[src/rtl/cdr_ctrl_pkg.sv]
// ---------------------------------------------------------------------------
// cdr_ctrl_pkg
//   Shared definitions for the CDR acquisition/lock sequencer:
//   - cdr_state_t : controller state encoding (IDLE=0 ACQ=1 TRACK=2 LOCK=3)
//   - win_cls_t   : per-window error classification
//   - default window/threshold/run-length parameters
//   - loop-filter gain shifts for the wide (acquisition) and narrow
//     (tracking) gears, plus helpers that map a state to its gains
// ---------------------------------------------------------------------------
package cdr_ctrl_pkg;

  typedef enum logic [1:0] {
    ST_IDLE  = 2'd0,
    ST_ACQ   = 2'd1,
    ST_TRACK = 2'd2,
    ST_LOCK  = 2'd3
  } cdr_state_t;

  typedef enum logic [1:0] {
    CLS_NEUTRAL = 2'd0,
    CLS_GOOD    = 2'd1,
    CLS_BAD     = 2'd2
  } win_cls_t;

  // Default parameter values
  localparam int WIN_LOG2_DEF   = 4;
  localparam int ERR_W_DEF      = 16;
  localparam int LOCK_THR_DEF   = 256;
  localparam int UNLOCK_THR_DEF = 1024;
  localparam int GEAR_WINS_DEF  = 4;
  localparam int LOCK_WINS_DEF  = 8;
  localparam int LOSS_WINS_DEF  = 2;
  localparam int ACQ_TMO_DEF    = 64;

  // Run counters saturate; 8 bits comfortably covers every run threshold.
  localparam int RUN_W = 8;

  // Loop-filter shifts: larger shift = smaller gain.
  localparam logic [3:0] KP_ACQ = 4'd4;
  localparam logic [4:0] KI_ACQ = 5'd10;
  localparam logic [3:0] KP_TRK = 4'd6;
  localparam logic [4:0] KI_TRK = 5'd12;

  // IDLE and ACQ use the wide gear, TRACK and LOCK the narrow one.
  function automatic logic [3:0] kp_for(input cdr_state_t s);
    return ((s == ST_TRACK) || (s == ST_LOCK)) ? KP_TRK : KP_ACQ;
  endfunction

  function automatic logic [4:0] ki_for(input cdr_state_t s);
    return ((s == ST_TRACK) || (s == ST_LOCK)) ? KI_TRK : KI_ACQ;
  endfunction

endpackage

[src/rtl/cdr_win_err_acc.sv]
// ---------------------------------------------------------------------------
// cdr_win_err_acc
//   Windowed |f_n| accumulator. Adds |f_n| on every sample_en strobe and,
//   after 2^WIN_LOG2 strobes, publishes the window total on win_sum with a
//   one-cycle win_done pulse. The final strobe's sample is part of the total;
//   the accumulator restarts from 0 (or from a strobe arriving in the
//   win_done cycle).
//
// Ports
//   clk, rst   : clock, asynchronous active-high reset
//   clr        : synchronous clear of the partial window (win_sum is kept)
//   sample_en  : one-cycle sample strobe
//   f_n        : signed phase error, valid with sample_en
//   win_done   : one-cycle pulse, the cycle after a window's last strobe
//   win_sum    : last completed window total, unsigned
// ---------------------------------------------------------------------------
module cdr_win_err_acc
  import cdr_ctrl_pkg::*;
#(
  parameter int WIN_LOG2 = WIN_LOG2_DEF,
  parameter int ERR_W    = ERR_W_DEF
) (
  input  logic                      clk,
  input  logic                      rst,
  input  logic                      clr,
  input  logic                      sample_en,
  input  logic signed [ERR_W-1:0]   f_n,
  output logic                      win_done,
  output logic [ERR_W+WIN_LOG2-1:0] win_sum
);

  localparam int ACC_W = ERR_W + WIN_LOG2;

  logic [ACC_W-1:0]    acc_q;
  logic [WIN_LOG2-1:0] cnt_q;
  logic [ERR_W-1:0]    f_abs;
  logic [ACC_W-1:0]    acc_add;

  // Two's-complement negate as unsigned: the most negative code maps to
  // 2^(ERR_W-1), which still fits in ERR_W unsigned bits.
  assign f_abs   = f_n[ERR_W-1] ? (~f_n + ERR_W'(1)) : f_n;
  // ACC_W = ERR_W + WIN_LOG2, so 2^WIN_LOG2 maximal samples cannot overflow.
  assign acc_add = acc_q + ACC_W'(f_abs);

  always_ff @(posedge clk or posedge rst) begin
    if (rst) begin
      acc_q    <= '0;
      cnt_q    <= '0;
      win_done <= 1'b0;
      win_sum  <= '0;
    end else if (clr) begin
      acc_q    <= '0;
      cnt_q    <= '0;
      win_done <= 1'b0;
    end else begin
      win_done <= 1'b0;
      if (sample_en) begin
        if (&cnt_q) begin
          win_sum  <= acc_add;
          win_done <= 1'b1;
          acc_q    <= '0;
          cnt_q    <= '0;
        end else begin
          acc_q <= acc_add;
          cnt_q <= cnt_q + WIN_LOG2'(1);
        end
      end
    end
  end

endmodule

[src/rtl/cdr_acq_ctrl.sv]
// ---------------------------------------------------------------------------
// cdr_acq_ctrl
//   Acquisition/lock sequencer for the CDR loop. Classifies each completed
//   error window as good/bad/neutral, tracks run lengths and the acquisition
//   timeout, and sequences IDLE -> ACQ -> TRACK -> LOCK, gear-shifting the
//   PI loop-filter gains and issuing loop-filter clears.
//
//   All outputs are registered; state and gains change on the cycle after
//   win_done, so gains are constant within a window.
//
// Ports
//   clk, rst   : clock, asynchronous active-high reset
//   en         : controller enable; low forces IDLE and clears everything
//   sample_en  : recovered-timing strobe (1 clk)
//   f_n        : signed MMPD phase error, valid on sample_en
//   kp_shift   : proportional shift to loop filter
//   ki_shift   : integral shift to loop filter
//   lf_clr     : loop-filter clear (level in IDLE, 1-cycle pulse on restart)
//   locked     : high only in LOCK
//   state      : IDLE=0 ACQ=1 TRACK=2 LOCK=3
//   win_sum    : last completed window sum of |f_n|
// ---------------------------------------------------------------------------
module cdr_acq_ctrl
  import cdr_ctrl_pkg::*;
#(
  parameter int WIN_LOG2   = WIN_LOG2_DEF,
  parameter int ERR_W      = ERR_W_DEF,
  parameter int LOCK_THR   = LOCK_THR_DEF,
  parameter int UNLOCK_THR = UNLOCK_THR_DEF,
  parameter int GEAR_WINS  = GEAR_WINS_DEF,
  parameter int LOCK_WINS  = LOCK_WINS_DEF,
  parameter int LOSS_WINS  = LOSS_WINS_DEF,
  parameter int ACQ_TMO    = ACQ_TMO_DEF
) (
  input  logic                      clk,
  input  logic                      rst,
  input  logic                      en,
  input  logic                      sample_en,
  input  logic signed [ERR_W-1:0]   f_n,
  output logic [3:0]                kp_shift,
  output logic [4:0]                ki_shift,
  output logic                      lf_clr,
  output logic                      locked,
  output logic [1:0]                state,
  output logic [ERR_W+WIN_LOG2-1:0] win_sum
);

  localparam int ACC_W = ERR_W + WIN_LOG2;
  localparam int TMO_W = $clog2(ACQ_TMO + 1);

  localparam logic [ACC_W-1:0] LOCK_THR_V   = ACC_W'(LOCK_THR);
  localparam logic [ACC_W-1:0] UNLOCK_THR_V = ACC_W'(UNLOCK_THR);
  localparam logic [RUN_W-1:0] GEAR_V       = RUN_W'(GEAR_WINS);
  localparam logic [RUN_W-1:0] LOCK_V       = RUN_W'(LOCK_WINS);
  localparam logic [RUN_W-1:0] LOSS_V       = RUN_W'(LOSS_WINS);
  localparam logic [TMO_W-1:0] TMO_V        = TMO_W'(ACQ_TMO);

  cdr_state_t       state_q, state_nxt;
  logic [RUN_W-1:0] good_q, good_nxt, good_inc;
  logic [RUN_W-1:0] bad_q, bad_nxt, bad_inc;
  logic [TMO_W-1:0] tmo_q, tmo_nxt;
  logic             clr_pulse;
  win_cls_t         cls;

  logic             win_done;
  logic [ACC_W-1:0] win_sum_w;

  // Dropping en discards the partial window; strobes while disabled are ignored.
  cdr_win_err_acc #(
    .WIN_LOG2 (WIN_LOG2),
    .ERR_W    (ERR_W)
  ) u_acc (
    .clk       (clk),
    .rst       (rst),
    .clr       (~en),
    .sample_en (sample_en),
    .f_n       (f_n),
    .win_done  (win_done),
    .win_sum   (win_sum_w)
  );

  assign win_sum = win_sum_w;
  assign state   = state_q;

  // Saturating run increments (good runs keep growing while in LOCK).
  assign good_inc = (&good_q) ? good_q : good_q + RUN_W'(1);
  assign bad_inc  = (&bad_q)  ? bad_q  : bad_q  + RUN_W'(1);

  always_comb begin
    cls = CLS_NEUTRAL;
    if (win_sum_w < LOCK_THR_V) begin
      cls = CLS_GOOD;
    end else if (win_sum_w >= UNLOCK_THR_V) begin
      cls = CLS_BAD;
    end
  end

  // Next state, run/timeout counters and restart-clear pulse.
  // en=0 has priority over anything a coincident win_done would do.
  always_comb begin
    state_nxt = state_q;
    good_nxt  = good_q;
    bad_nxt   = bad_q;
    tmo_nxt   = tmo_q;
    clr_pulse = 1'b0;

    if (!en) begin
      state_nxt = ST_IDLE;
      good_nxt  = '0;
      bad_nxt   = '0;
      tmo_nxt   = '0;
    end else if (state_q == ST_IDLE) begin
      state_nxt = ST_ACQ;
      good_nxt  = '0;
      bad_nxt   = '0;
      tmo_nxt   = '0;
    end else if (win_done) begin
      unique case (cls)
        CLS_GOOD: begin
          good_nxt = good_inc;
          bad_nxt  = '0;
        end
        CLS_BAD: begin
          bad_nxt  = bad_inc;
          good_nxt = '0;
        end
        default: begin
          good_nxt = '0;
          bad_nxt  = '0;
        end
      endcase

      unique case (state_q)
        ST_ACQ: begin
          tmo_nxt = tmo_q + TMO_W'(1);
          // Gear-shift wins over a timeout in the same window.
          if (good_nxt == GEAR_V) begin
            state_nxt = ST_TRACK;
          end else if (tmo_nxt == TMO_V) begin
            clr_pulse = 1'b1;
            good_nxt  = '0;
            bad_nxt   = '0;
            tmo_nxt   = '0;
          end
        end
        ST_TRACK: begin
          if (good_nxt == LOCK_V) begin
            state_nxt = ST_LOCK;
          end else if (bad_nxt == LOSS_V) begin
            state_nxt = ST_ACQ;
          end
        end
        ST_LOCK: begin
          if (bad_nxt == LOSS_V) begin
            state_nxt = ST_ACQ;
            clr_pulse = 1'b1;
          end
        end
        default: ;
      endcase

      // Every state change starts fresh runs and a fresh timeout.
      if (state_nxt != state_q) begin
        good_nxt = '0;
        bad_nxt  = '0;
        tmo_nxt  = '0;
      end
    end
  end

  always_ff @(posedge clk or posedge rst) begin
    if (rst) begin
      state_q  <= ST_IDLE;
      good_q   <= '0;
      bad_q    <= '0;
      tmo_q    <= '0;
      kp_shift <= KP_ACQ;
      ki_shift <= KI_ACQ;
      lf_clr   <= 1'b1;
      locked   <= 1'b0;
    end else begin
      state_q  <= state_nxt;
      good_q   <= good_nxt;
      bad_q    <= bad_nxt;
      tmo_q    <= tmo_nxt;
      kp_shift <= kp_for(state_nxt);
      ki_shift <= ki_for(state_nxt);
      lf_clr   <= (state_nxt == ST_IDLE) | clr_pulse;
      locked   <= (state_nxt == ST_LOCK);
    end
  end

endmodule

[config.mk]
export PLATFORM = sky130hd
export DESIGN_NAME = cdr_acq_ctrl
export DESIGN_NICKNAME = d
export VERILOG_FILES = /design/src/rtl/cdr_ctrl_pkg.sv /design/src/rtl/cdr_win_err_acc.sv /design/src/rtl/cdr_acq_ctrl.sv
export SDC_FILE = /design/constraint.sdc
export NUM_CORES = 1
export LEC_CHECK = 0
export BUFFER_PORTS_ARGS = -buffer_cell sky130_fd_sc_hd__buf_4
export CAP_MARGIN = 20
export CORE_MARGIN = 3
export CORE_UTILIZATION = 60
export CTS_CLUSTER_DIAMETER = 50
export DETAILED_ROUTE_END_ITERATION = 8
export HOLD_SLACK_MARGIN = 0.08
export PLACE_DENSITY = 0.81
export SETUP_SLACK_MARGIN = 0.1
export SYNTH_ARGS = -nofsm -noshare
export SYNTH_HDL_FRONTEND = slang
export SYNTH_SLANG_ARGS = --single-unit
[constraint.sdc]
create_clock -name clk -period 3.4 [get_ports clk]
set_input_delay 0.34 -clock clk [delete_from_list [all_inputs] [get_ports clk]]
set_output_delay 0.34 -clock clk [all_outputs]
set_load 0.03 [all_outputs]
# Word-level counts from Yosys, hierarchy flattened
# Cells that the tools add are included.
# word_totals
register_bits	79
output_inout_bits	33
word_cells	107
# op_classes
addsub	6
order_cmp	2
n_eq_ne	15
n_mux	62
bitwise_logic	2
n_reduce_logical	8
# op_table
cell	count
8-bit 2-to-1 mux	24
20-bit 2-to-1 mux	3
7-bit 2-to-1 mux	7
2-bit 2-to-1 mux	12
20-bit by 16-bit adder with 20-bit output	1
20-bit by 11-bit >= comparator with 1-bit output, second input constant	1
20-bit by 9-bit < comparator with 1-bit output, second input constant	1
16-bit by 2-bit adder with 16-bit output, second input constant	1
8-bit by 1-bit adder with 8-bit output, second input constant	2
16-bit 2-to-1 mux	1
16-bit inverter	1
8-bit AND reduction	2
4-bit 2-to-1 mux	3
2-bit equality test, second input constant	5
1-bit 2-to-1 mux	9
8-bit by 2-bit equality test with 1-bit output, second input constant	1
8-bit by 3-bit equality test with 1-bit output, second input constant	1
8-bit by 4-bit equality test with 1-bit output, second input constant	1
7-bit by 1-bit adder with 7-bit output, second input constant	1
7-bit equality test, second input constant	1
2-bit one-hot mux with 3 select lines	1
6-bit AND reduction	1
4-bit by 1-bit adder with 4-bit output, second input constant	1
2-bit by 1-bit equality test with 1-bit output, second input constant	2
other kinds (11)	12

# Depth between registers and ports, before layout
# Gate-level depths: netlist of the first run.
# depth
depth_word	21
mapped_depth	14

# Modules after synthesis
# Synthesis of the first run repeated with hierarchy kept, for this count alone.
# hier_totals
hier_cells	562
area_unflattened_um2	5108.6
# by_module_without_submodules
mod	instances	cells_per_inst	area_per_inst_um2	seq_area_each_um2
cdr_win_err_acc	1	290	2831.5	1126.1
cdr_acq_ctrl	1	272	2277.2	728.2

# Worst setup path after synthesis of the first run
# Ideal clock, no wire load.
# synth_timing
path_type	input-to-reg
startpoint	in f_n[2]
endpoint	reg u_acc.win_sum[15]
setup_ns	0.125
arrival_ns	3.542
required_ns	3.275
slack_ns	-0.267
path_stages	13
path_cell_list	or3_1 -> nor3_1 -> nand2_1 -> o41ai_1 -> nand2_1 -> xor2_1 -> ha_1 -> a211o_1 -> or2_2 -> a211oi_1 -> o31ai_1 -> xor2_1 -> mux2_2
# synth_via
elab_chain_len	4
# synth_lines
element	line_no	source
start, declared	cdr_acq_ctrl.sv:39	input logic signed [ERR_W-1:0] f_n,
16-bit inverter	cdr_win_err_acc.sv:41	assign f_abs = f_n[ERR_W-1] ? (~f_n + ERR_W'(1)) : f_n;
16-bit by 2-bit adder with 16-bit output	cdr_win_err_acc.sv:41	
16-bit 2-to-1 mux *	cdr_win_err_acc.sv:41	
20-bit by 16-bit adder with 20-bit output *	cdr_win_err_acc.sv:43	assign acc_add = acc_q + ACC_W'(f_abs);
end signal, assigned	cdr_win_err_acc.sv:50	win_sum <= '0;
end signal, assigned	cdr_win_err_acc.sv:59	win_sum <= acc_add;
end, declared	cdr_win_err_acc.sv:29	output logic [ERR_W+WIN_LOG2-1:0] win_sum
# Mark *: on every way between the ends. The rest lies on a longest branch, timed or not.
# A chain may end at the register's enable or synchronous reset.

# Final worst setup path of the first run
# layout_timing
startpoint	reg good_q[0]
endpoint	reg good_q[1]
# layout_via
elab_chain_len	17
# layout_lines
element	line_no	source
start, declared	cdr_acq_ctrl.sv:59	logic [RUN_W-1:0] good_q, good_nxt, good_inc;
start signal, assigned	cdr_acq_ctrl.sv:183	good_q <= good_nxt;
8-bit by 1-bit adder with 8-bit output / 8-bit AND reduction (equally long branches)	cdr_acq_ctrl.sv:86	assign good_inc = (&good_q) ? good_q : good_q + RUN_W'(1);
8-bit 2-to-1 mux *	cdr_acq_ctrl.sv:86	
8-bit 2-to-1 mux *	cdr_acq_ctrl.sv:118	unique case (cls)
8-bit 2-to-1 mux *	cdr_acq_ctrl.sv:117	end else if (win_done) begin
8-bit 2-to-1 mux *	cdr_acq_ctrl.sv:112	end else if (state_q == ST_IDLE) begin
8-bit 2-to-1 mux *	cdr_acq_ctrl.sv:107	if (!en) begin
8-bit by 4-bit equality test with 1-bit output / 8-bit by 3-bit equality test with 1-bit output (equally long branches)	cdr_acq_ctrl.sv:147, cdr_acq_ctrl.sv:137	
2-bit 2-to-1 mux, on equally long branches	cdr_acq_ctrl.sv:147, cdr_acq_ctrl.sv:137	
2-bit one-hot mux with 3 select lines	cdr_acq_ctrl.sv:133	unique case (state_q)
2-bit 2-to-1 mux	cdr_acq_ctrl.sv:117	
2-bit 2-to-1 mux	cdr_acq_ctrl.sv:112	
2-bit 2-to-1 mux	cdr_acq_ctrl.sv:107	
2-bit != test	cdr_acq_ctrl.sv:163	if (state_nxt != state_q) begin
8-bit 2-to-1 mux *	cdr_acq_ctrl.sv:163	
8-bit 2-to-1 mux *	cdr_acq_ctrl.sv:117	
8-bit 2-to-1 mux *	cdr_acq_ctrl.sv:112	
8-bit 2-to-1 mux *	cdr_acq_ctrl.sv:107	
# Mark *: on every way between the ends. The rest lies on a longest branch, timed or not. The select of a mux whose other input is x is not followed.

==> results of run 1 <==
-- cell usage in the layout, fill, tap and decap left out, types with 4 or more instances in the layout --
| cell type | Yosys | routed |
|---|---|---|
| o21ai_1 | 6 | 6 |
| xnor2_1 | 20 | 20 |
| a22o_1 | 13 | 13 |
| clkbuf_8 | 3 | 9 |
| nand2_1 | 60 | 60 |
| nor4_1 | 7 | 6 |
| o21bai_1 | 4 | 4 |
| o211ai_1 | 6 | 6 |
| o21a_1 | 5 | 5 |
| ha_1 | 21 | 21 |
| o21ai_0 | 32 | 32 |
| and3_1 | 7 | 7 |
| a21oi_1 | 35 | 35 |
| nand4_1 | 8 | 8 |
| nor2_1 | 35 | 35 |
| conb_1 | 2 | 6 |
| xor2_1 | 11 | 11 |
| a31oi_1 | 9 | 9 |
| inv_1 | 23 | 22 |
| mux2i_1 | 6 | 6 |
| mux2_2 | 12 | 12 |
| buf_4 | 9 | 72 |
| dfrtp_1 | 72 | 72 |
| nand3_1 | 19 | 19 |
| o31ai_1 | 8 | 8 |
| nand2b_1 | 4 | 4 |
| or3_1 | 7 | 7 |
| nor2b_1 | 4 | 4 |
| nor3_1 | 9 | 8 |
-- worst paths after layout --
path	slack, ns	from	to
min	0.08	rst	tmo_q[1]
min in group clk	0.26	en	lf_clr
max in group asynchronous	2.53	rst	u_acc.acc_q[12]
max reg2reg	0.29	good_q[0]	good_q[1]
max	0.29	good_q[0]	good_q[1]
min reg2reg	0.49	u_acc.win_sum[0]	u_acc.win_sum[0]
-- registers in the layout (all words and copies together), names as in the netlist --
| register | cells |
|---|---|
| kp_shift | 1 |
| locked | 1 |
| bad_q | 8 |
| u_acc.win_sum | 20 |
| state | 2 |
| lf_clr | 1 |
| tmo_q | 7 |
| u_acc.win_done | 1 |
| u_acc.cnt_q | 4 |
| ki_shift | 1 |
| good_q | 8 |
| u_acc.acc_q | 20 |
-- what timing repair did --
item	in CTS	in global routing
setup endpoints to repair	0	3
hold endpoints to repair	0	0
gates resized for setup	0	2
-- per-stage QoR --
step | hold slack, ns | total power, mW
after floorplan | 0.456 | 1.40
after global placement | 0.463 | 1.56
after detailed placement | 0.473 | 1.58
after CTS | 0.0994 | 2.34
after global routing | 0.138 | 2.46
final | 0.0757 | 2.34
-- power groups by stage --
stage / logic [mW] / clock network [mW] / registers [mW]
detailed placement: 0.602 / 0 / 0.978
CTS: 0.604 / 0.769 / 0.962
floorplan: 0.435 / 0 / 0.962
global placement: 0.578 / 0 / 0.978
finish: 0.615 / 0.762 / 0.964
global route: 0.681 / 0.807 / 0.969
-- final cells by class --
class                   count  area share
clock inverters             5      0.0138
well taps                 102      0.0223
repair buffers             72      0.0946
clock buffers              11      0.0230
multi-input cells         420       0.506
flip-flops and latches     74       0.325
inverters                  24      0.0158
-- cells by family after synthesis --
kind of cell,count (synthesis)
DFF,74
AOI/OAI and AO/OA,157
buffers and inverters,56
and+or+nand+nor,186
muxes,18
other,2
xor gates and xnor gates,31
adders and majority gates,22
-- routing by layer --
layer / global-route usage / vias up
met1: 0.324 / 2121
met5: 0 / -
met4: 0.0863 / 0
li1: - / 2096
met3: 0.0538 / 25
met2: 0.420 / 153
-- critical path, cell delays in order, from the launching register on --
cell     delay (ns)
dfrtp_1        0.35
ha_1           0.31
and3_1         0.39
mux2i_1        0.27
a221o_1        0.34
nor4_2         0.10
o31ai_2        0.48
nor4b_4        0.28
buf_4          0.22
a21oi_1        0.10
o22ai_1        0.19
==> metrics.txt, run 1 <==
largest family of logic cells by synthesized area compound AO/OA/AOI/OAI gates; synthesized flop and latch total 74; CP Data Required Time 3.69 ns; run status completed; synthesized area 0.00500 sq mm; minimum clock period 3.11 ns; Hold Crit Class input port to asynchronous set/reset pin; post-route ant nets 0; synth cell count leaders 72 x dfrtp_1, 60 x nand2_1, 35 x a21oi_1, 35 x nor2_1, 32 x o21ai_0; Post-Place Worst Slack -0.0888 ns; post-synth top area share 0.360; max cap viols 0; Post-Synthesis Cells 546; Clk pwr share 0.326; Die Y 97.3 um; final hold violation count 0; Finished Layout Cells 708; Logic pwr share 0.263; HPWL after detailed placement 8700 um; Setup crit start kind register; cell depth of the worst flop-to-flop path 10; Antenna diodes 0; simple-gate area share of the yosys netlist 0.193; Die ar. 0.00947 sq mm; slew margin rel. 0.490; core area 0.00793 sq mm; CTS tree built; met1 WL 4920 um; Ys Warns 0; part of the power in registers 0.412; Hold-fix buffers, CTS 0; CTS Buf Count 9; RSZ-0062 raised after global routing no; vias in the first global route 4218; Sw Share 0.310; post-route cell area 0.00571 sq mm; gp weighted congestion 0.919; Final period util 0.913; critical path class register to register; Post-Synth XOR/XNOR Area 0.0543; WL/cell 16.3 um; Placed Instances 692; Register Area 0.00185 sq mm; Fmax achieved 0.322 GHz; Leakage Power 2.53 nW; number of remaining DRC errors 0; final wirelength 11600 um; P_int 1.62 mW; Top FF cell, synth dfrtp_1; Critical Path AT 3.39 ns; power per cell area 410 mW/mm^2; Clock Tree Buf Depth 2; initial antenna violation count 0; Multi-input gate area 0.00289 sq mm; detailed-route via count 4395; Initial Util 0.631; TritonCTS Sinks 74; DR WL met3 655 um; worst vdd ir 0.000326 V; CP Max Fanout 11; # rows 32; Clock Skews 0.00901 ns; placed cell area 0.00549 sq mm; Total GRT Usage 0.251; number of port buffers 46; Iteration-0 DRC Markers 260; Nets 643; worst-margin pin slew 0.764 ns; htree depth 3; first-pass GRT wire length 19600 um; setup total negative slack 0 ns; Seq/Total Area, Yosys 0.371; count leader, synth dfrtp_1; Synth cell types 81; multiplexer share of the synthesized area 0.0390; grt ovf 0; Yosys top cell by area dfrtp_1; Post-synth EDFFs 0; setup violators final 0; Area growth syn-to-layout 14.2%; Avg Cell Area, Syn 9.16 sq um; via/cell ratio 6.21; # fillers 606; share of cells above drive strength 1 0.211; largest net degree at the start of global routing 34; compound-gate portion of the synthesized area 0.222; Critical Path Sink Type register; Slew Viols, Final 0; later-pin clock latency in the skew report 0.37 ns; Psw 0.725 mW; Top Metal Used met4; Worst-path clk slew 0.08 ns; CTS Root Buffer Type clkbuf_8; Core Util, Final 0.721; num ports 53; DR pass1 iterations 5; WL met2 5740 um; Post-Synth Adder-Cell Area 0.0565; ys async rst share 1.00; synth top area cells dfrtp_1 36%, ha_1 5.3%, nand2_1 4.5%, a21oi_1 3.5%, xnor2_1 3.5%; Die W 97.3 um; final worst setup slack 0.294 ns; postcts setup bufs 0
Power figures use the tool's default switching activity.
==> run 2: changes to the inputs <==
CORE_ASPECT_RATIO = 0.7   (was unset)
==> run 2 against run 1 <==
Compared with the run above: combinational power rose by 12%; first-iteration DRC count is 75% higher; worst hold slack improved by 0.22 ns; routed wire length increased by 10%; die area grew 0.18%; sequential cell count unchanged.
==> metrics.txt, run 2 (same netlist as run 1, synthesis figures left out) <==
Clock Skews 0.00616 ns; worst-margin pin slew 0.785 ns; WHS 0.297 ns; RSZ-0062 raised after global routing yes; minimum clock period 3.27 ns; slew margin rel. 0.477; Total GRT Usage 0.276; cell depth of the worst flop-to-flop path 9; Clock Tree Buf Depth 2; Initial Util 0.628; HPWL after detailed placement 9260 um; Placed Instances 697; Worst-path clk slew 0.06 ns; Critical Path AT 3.50 ns; commonest non-fill, non-tap cell in the layout buf_4; power per cell area 442 mW/mm^2; num ports 53; Slew Viols, Final 0; Finished Layout Cells 719; share of cells above drive strength 1 0.246; first-pass GRT wire length 20500 um; number of port buffers 46; CP Max Fanout 4; CTS Buf Count 9; max cap viols 0; Area growth syn-to-layout 20.0%; largest net degree at the start of global routing 32; most frequent cells in the layout 82 x buf_4, 71 x dfrtp_1, 59 x nand2_1; # rows 27; Die ar. 0.00949 sq mm; Nets 655; Leakage Power 2.64 nW; vias in the first global route 4130; hold depth 3; via/cell ratio 6.32; flop-to-flop setup slack 0.35 ns; final wirelength 12800 um; biggest regs u_acc.acc_q x20, u_acc.win_sum x20; grt ovf 0; Die Y 82.4 um; CTS tree built; DR pass1 iterations 5; initial antenna violation count 0; FF-to-FF End locked; setup violators final 0; gp weighted congestion 0.956; TritonCTS Sinks 74; Antenna diodes 0; core area 0.00797 sq mm; run status completed; Worst Hold Launch sample_en; Die W 115 um; worst vdd ir 0.000414 V; Final period util 0.963; FF-to-FF Start good_q[1]; CP Data Required Time 3.63 ns; setup total negative slack 0 ns; final hold violation count 0; Hold Crit Class input port to register; WL/cell 17.7 um; Iteration-0 DRC Markers 454; final worst setup slack 0.125 ns; post-route ant nets 0; number of remaining DRC errors 0; Fmax achieved 0.305 GHz; detailed-route via count 4542; htree depth 3; Pwr Total 2.65 mW; Post-Place Worst Slack -0.195 ns; later-pin clock latency in the skew report 0.34 ns; CTS Root Buffer Type clkbuf_16; Critical Path Sink Type register; Setup crit start kind input port; Min-Delay Endpoint u_acc.cnt_q[1]; critical path class input port to register
==> run 2: layout make-up <==
class / instances / area (sq um)
Sequential cell: 74 / 1860
Timing Repair Buffer: 84 / 646
Clock buffer: 11 / 253
Multi-Input combinational cell: 420 / 2970
Tap cell: 101 / 126
Inverter: 24 / 90.1
Fill cell: 576 / 1970
Clock inverter: 5 / 60.1
==> run 2: per-layer routing <==
metal | GRT usage | vias to the layer above | share of wire
met4 | 0.0891 | 0 | 0.012
met5 | 0 | - | 0
met1 | 0.404 | 2195 | 0.47
li1 | - | 2124 | -
met3 | 0.0677 | 16 | 0.078
met2 | 0.402 | 207 | 0.44
==> run 2: through the flow <==
step           cell area (sq um)  utilization
2_1_floorplan               5050            -
3_3_place_gp                5530        0.694
3_5_place_dp                5530        0.694
4_1_cts                     5860        0.735
5_1_grt                     6000        0.753
6_report                    6000        0.753
==> run 2: power breakdown <==
part           total, mW  leakage, nW  internal [mW]  switching, mW
clock              0.999        0.153          0.612          0.387
combinational      0.690         1.48          0.310          0.380
sequential         0.966         1.01          0.925         0.0405
total               2.65         2.64           1.85          0.807
==> run 2: timing repair <==
action                                  4_1_cts  5_1_grt
resized for setup                             0       19
buffers inserted                              0        5
endpoints found under the setup margin        0       27
hold buffers                                  1        0
hold endpoints to repair                     22        0
==> run 2: how the worst max path moves through the flow <==
stage / end / cells past startpoint / startpoint
after detailed placement: u_acc.win_sum[17] / 15 / f_n[2]
after floorplan: u_acc.win_sum[15] / 13 / f_n[2]
after global placement: u_acc.win_sum[15] / 14 / f_n[2]
final: u_acc.win_sum[15] / 14 / f_n[4]
after global routing: u_acc.win_sum[17] / 15 / f_n[4]
after CTS: u_acc.win_sum[17] / 15 / f_n[2]
==> run 2: worst max-delay path: stages <==
cell      delay [ns]
buf_4           0.12
or3_4           0.40
nor3_4          0.20
nand2_2         0.10
o41ai_4         0.32
nand2_1         0.11
xor2_1          0.15
ha_1            0.32
a211o_1         0.29
or2_4           0.24
a211oi_4        0.32
o31ai_2         0.12
xor2_1          0.17
mux2_2          0.28
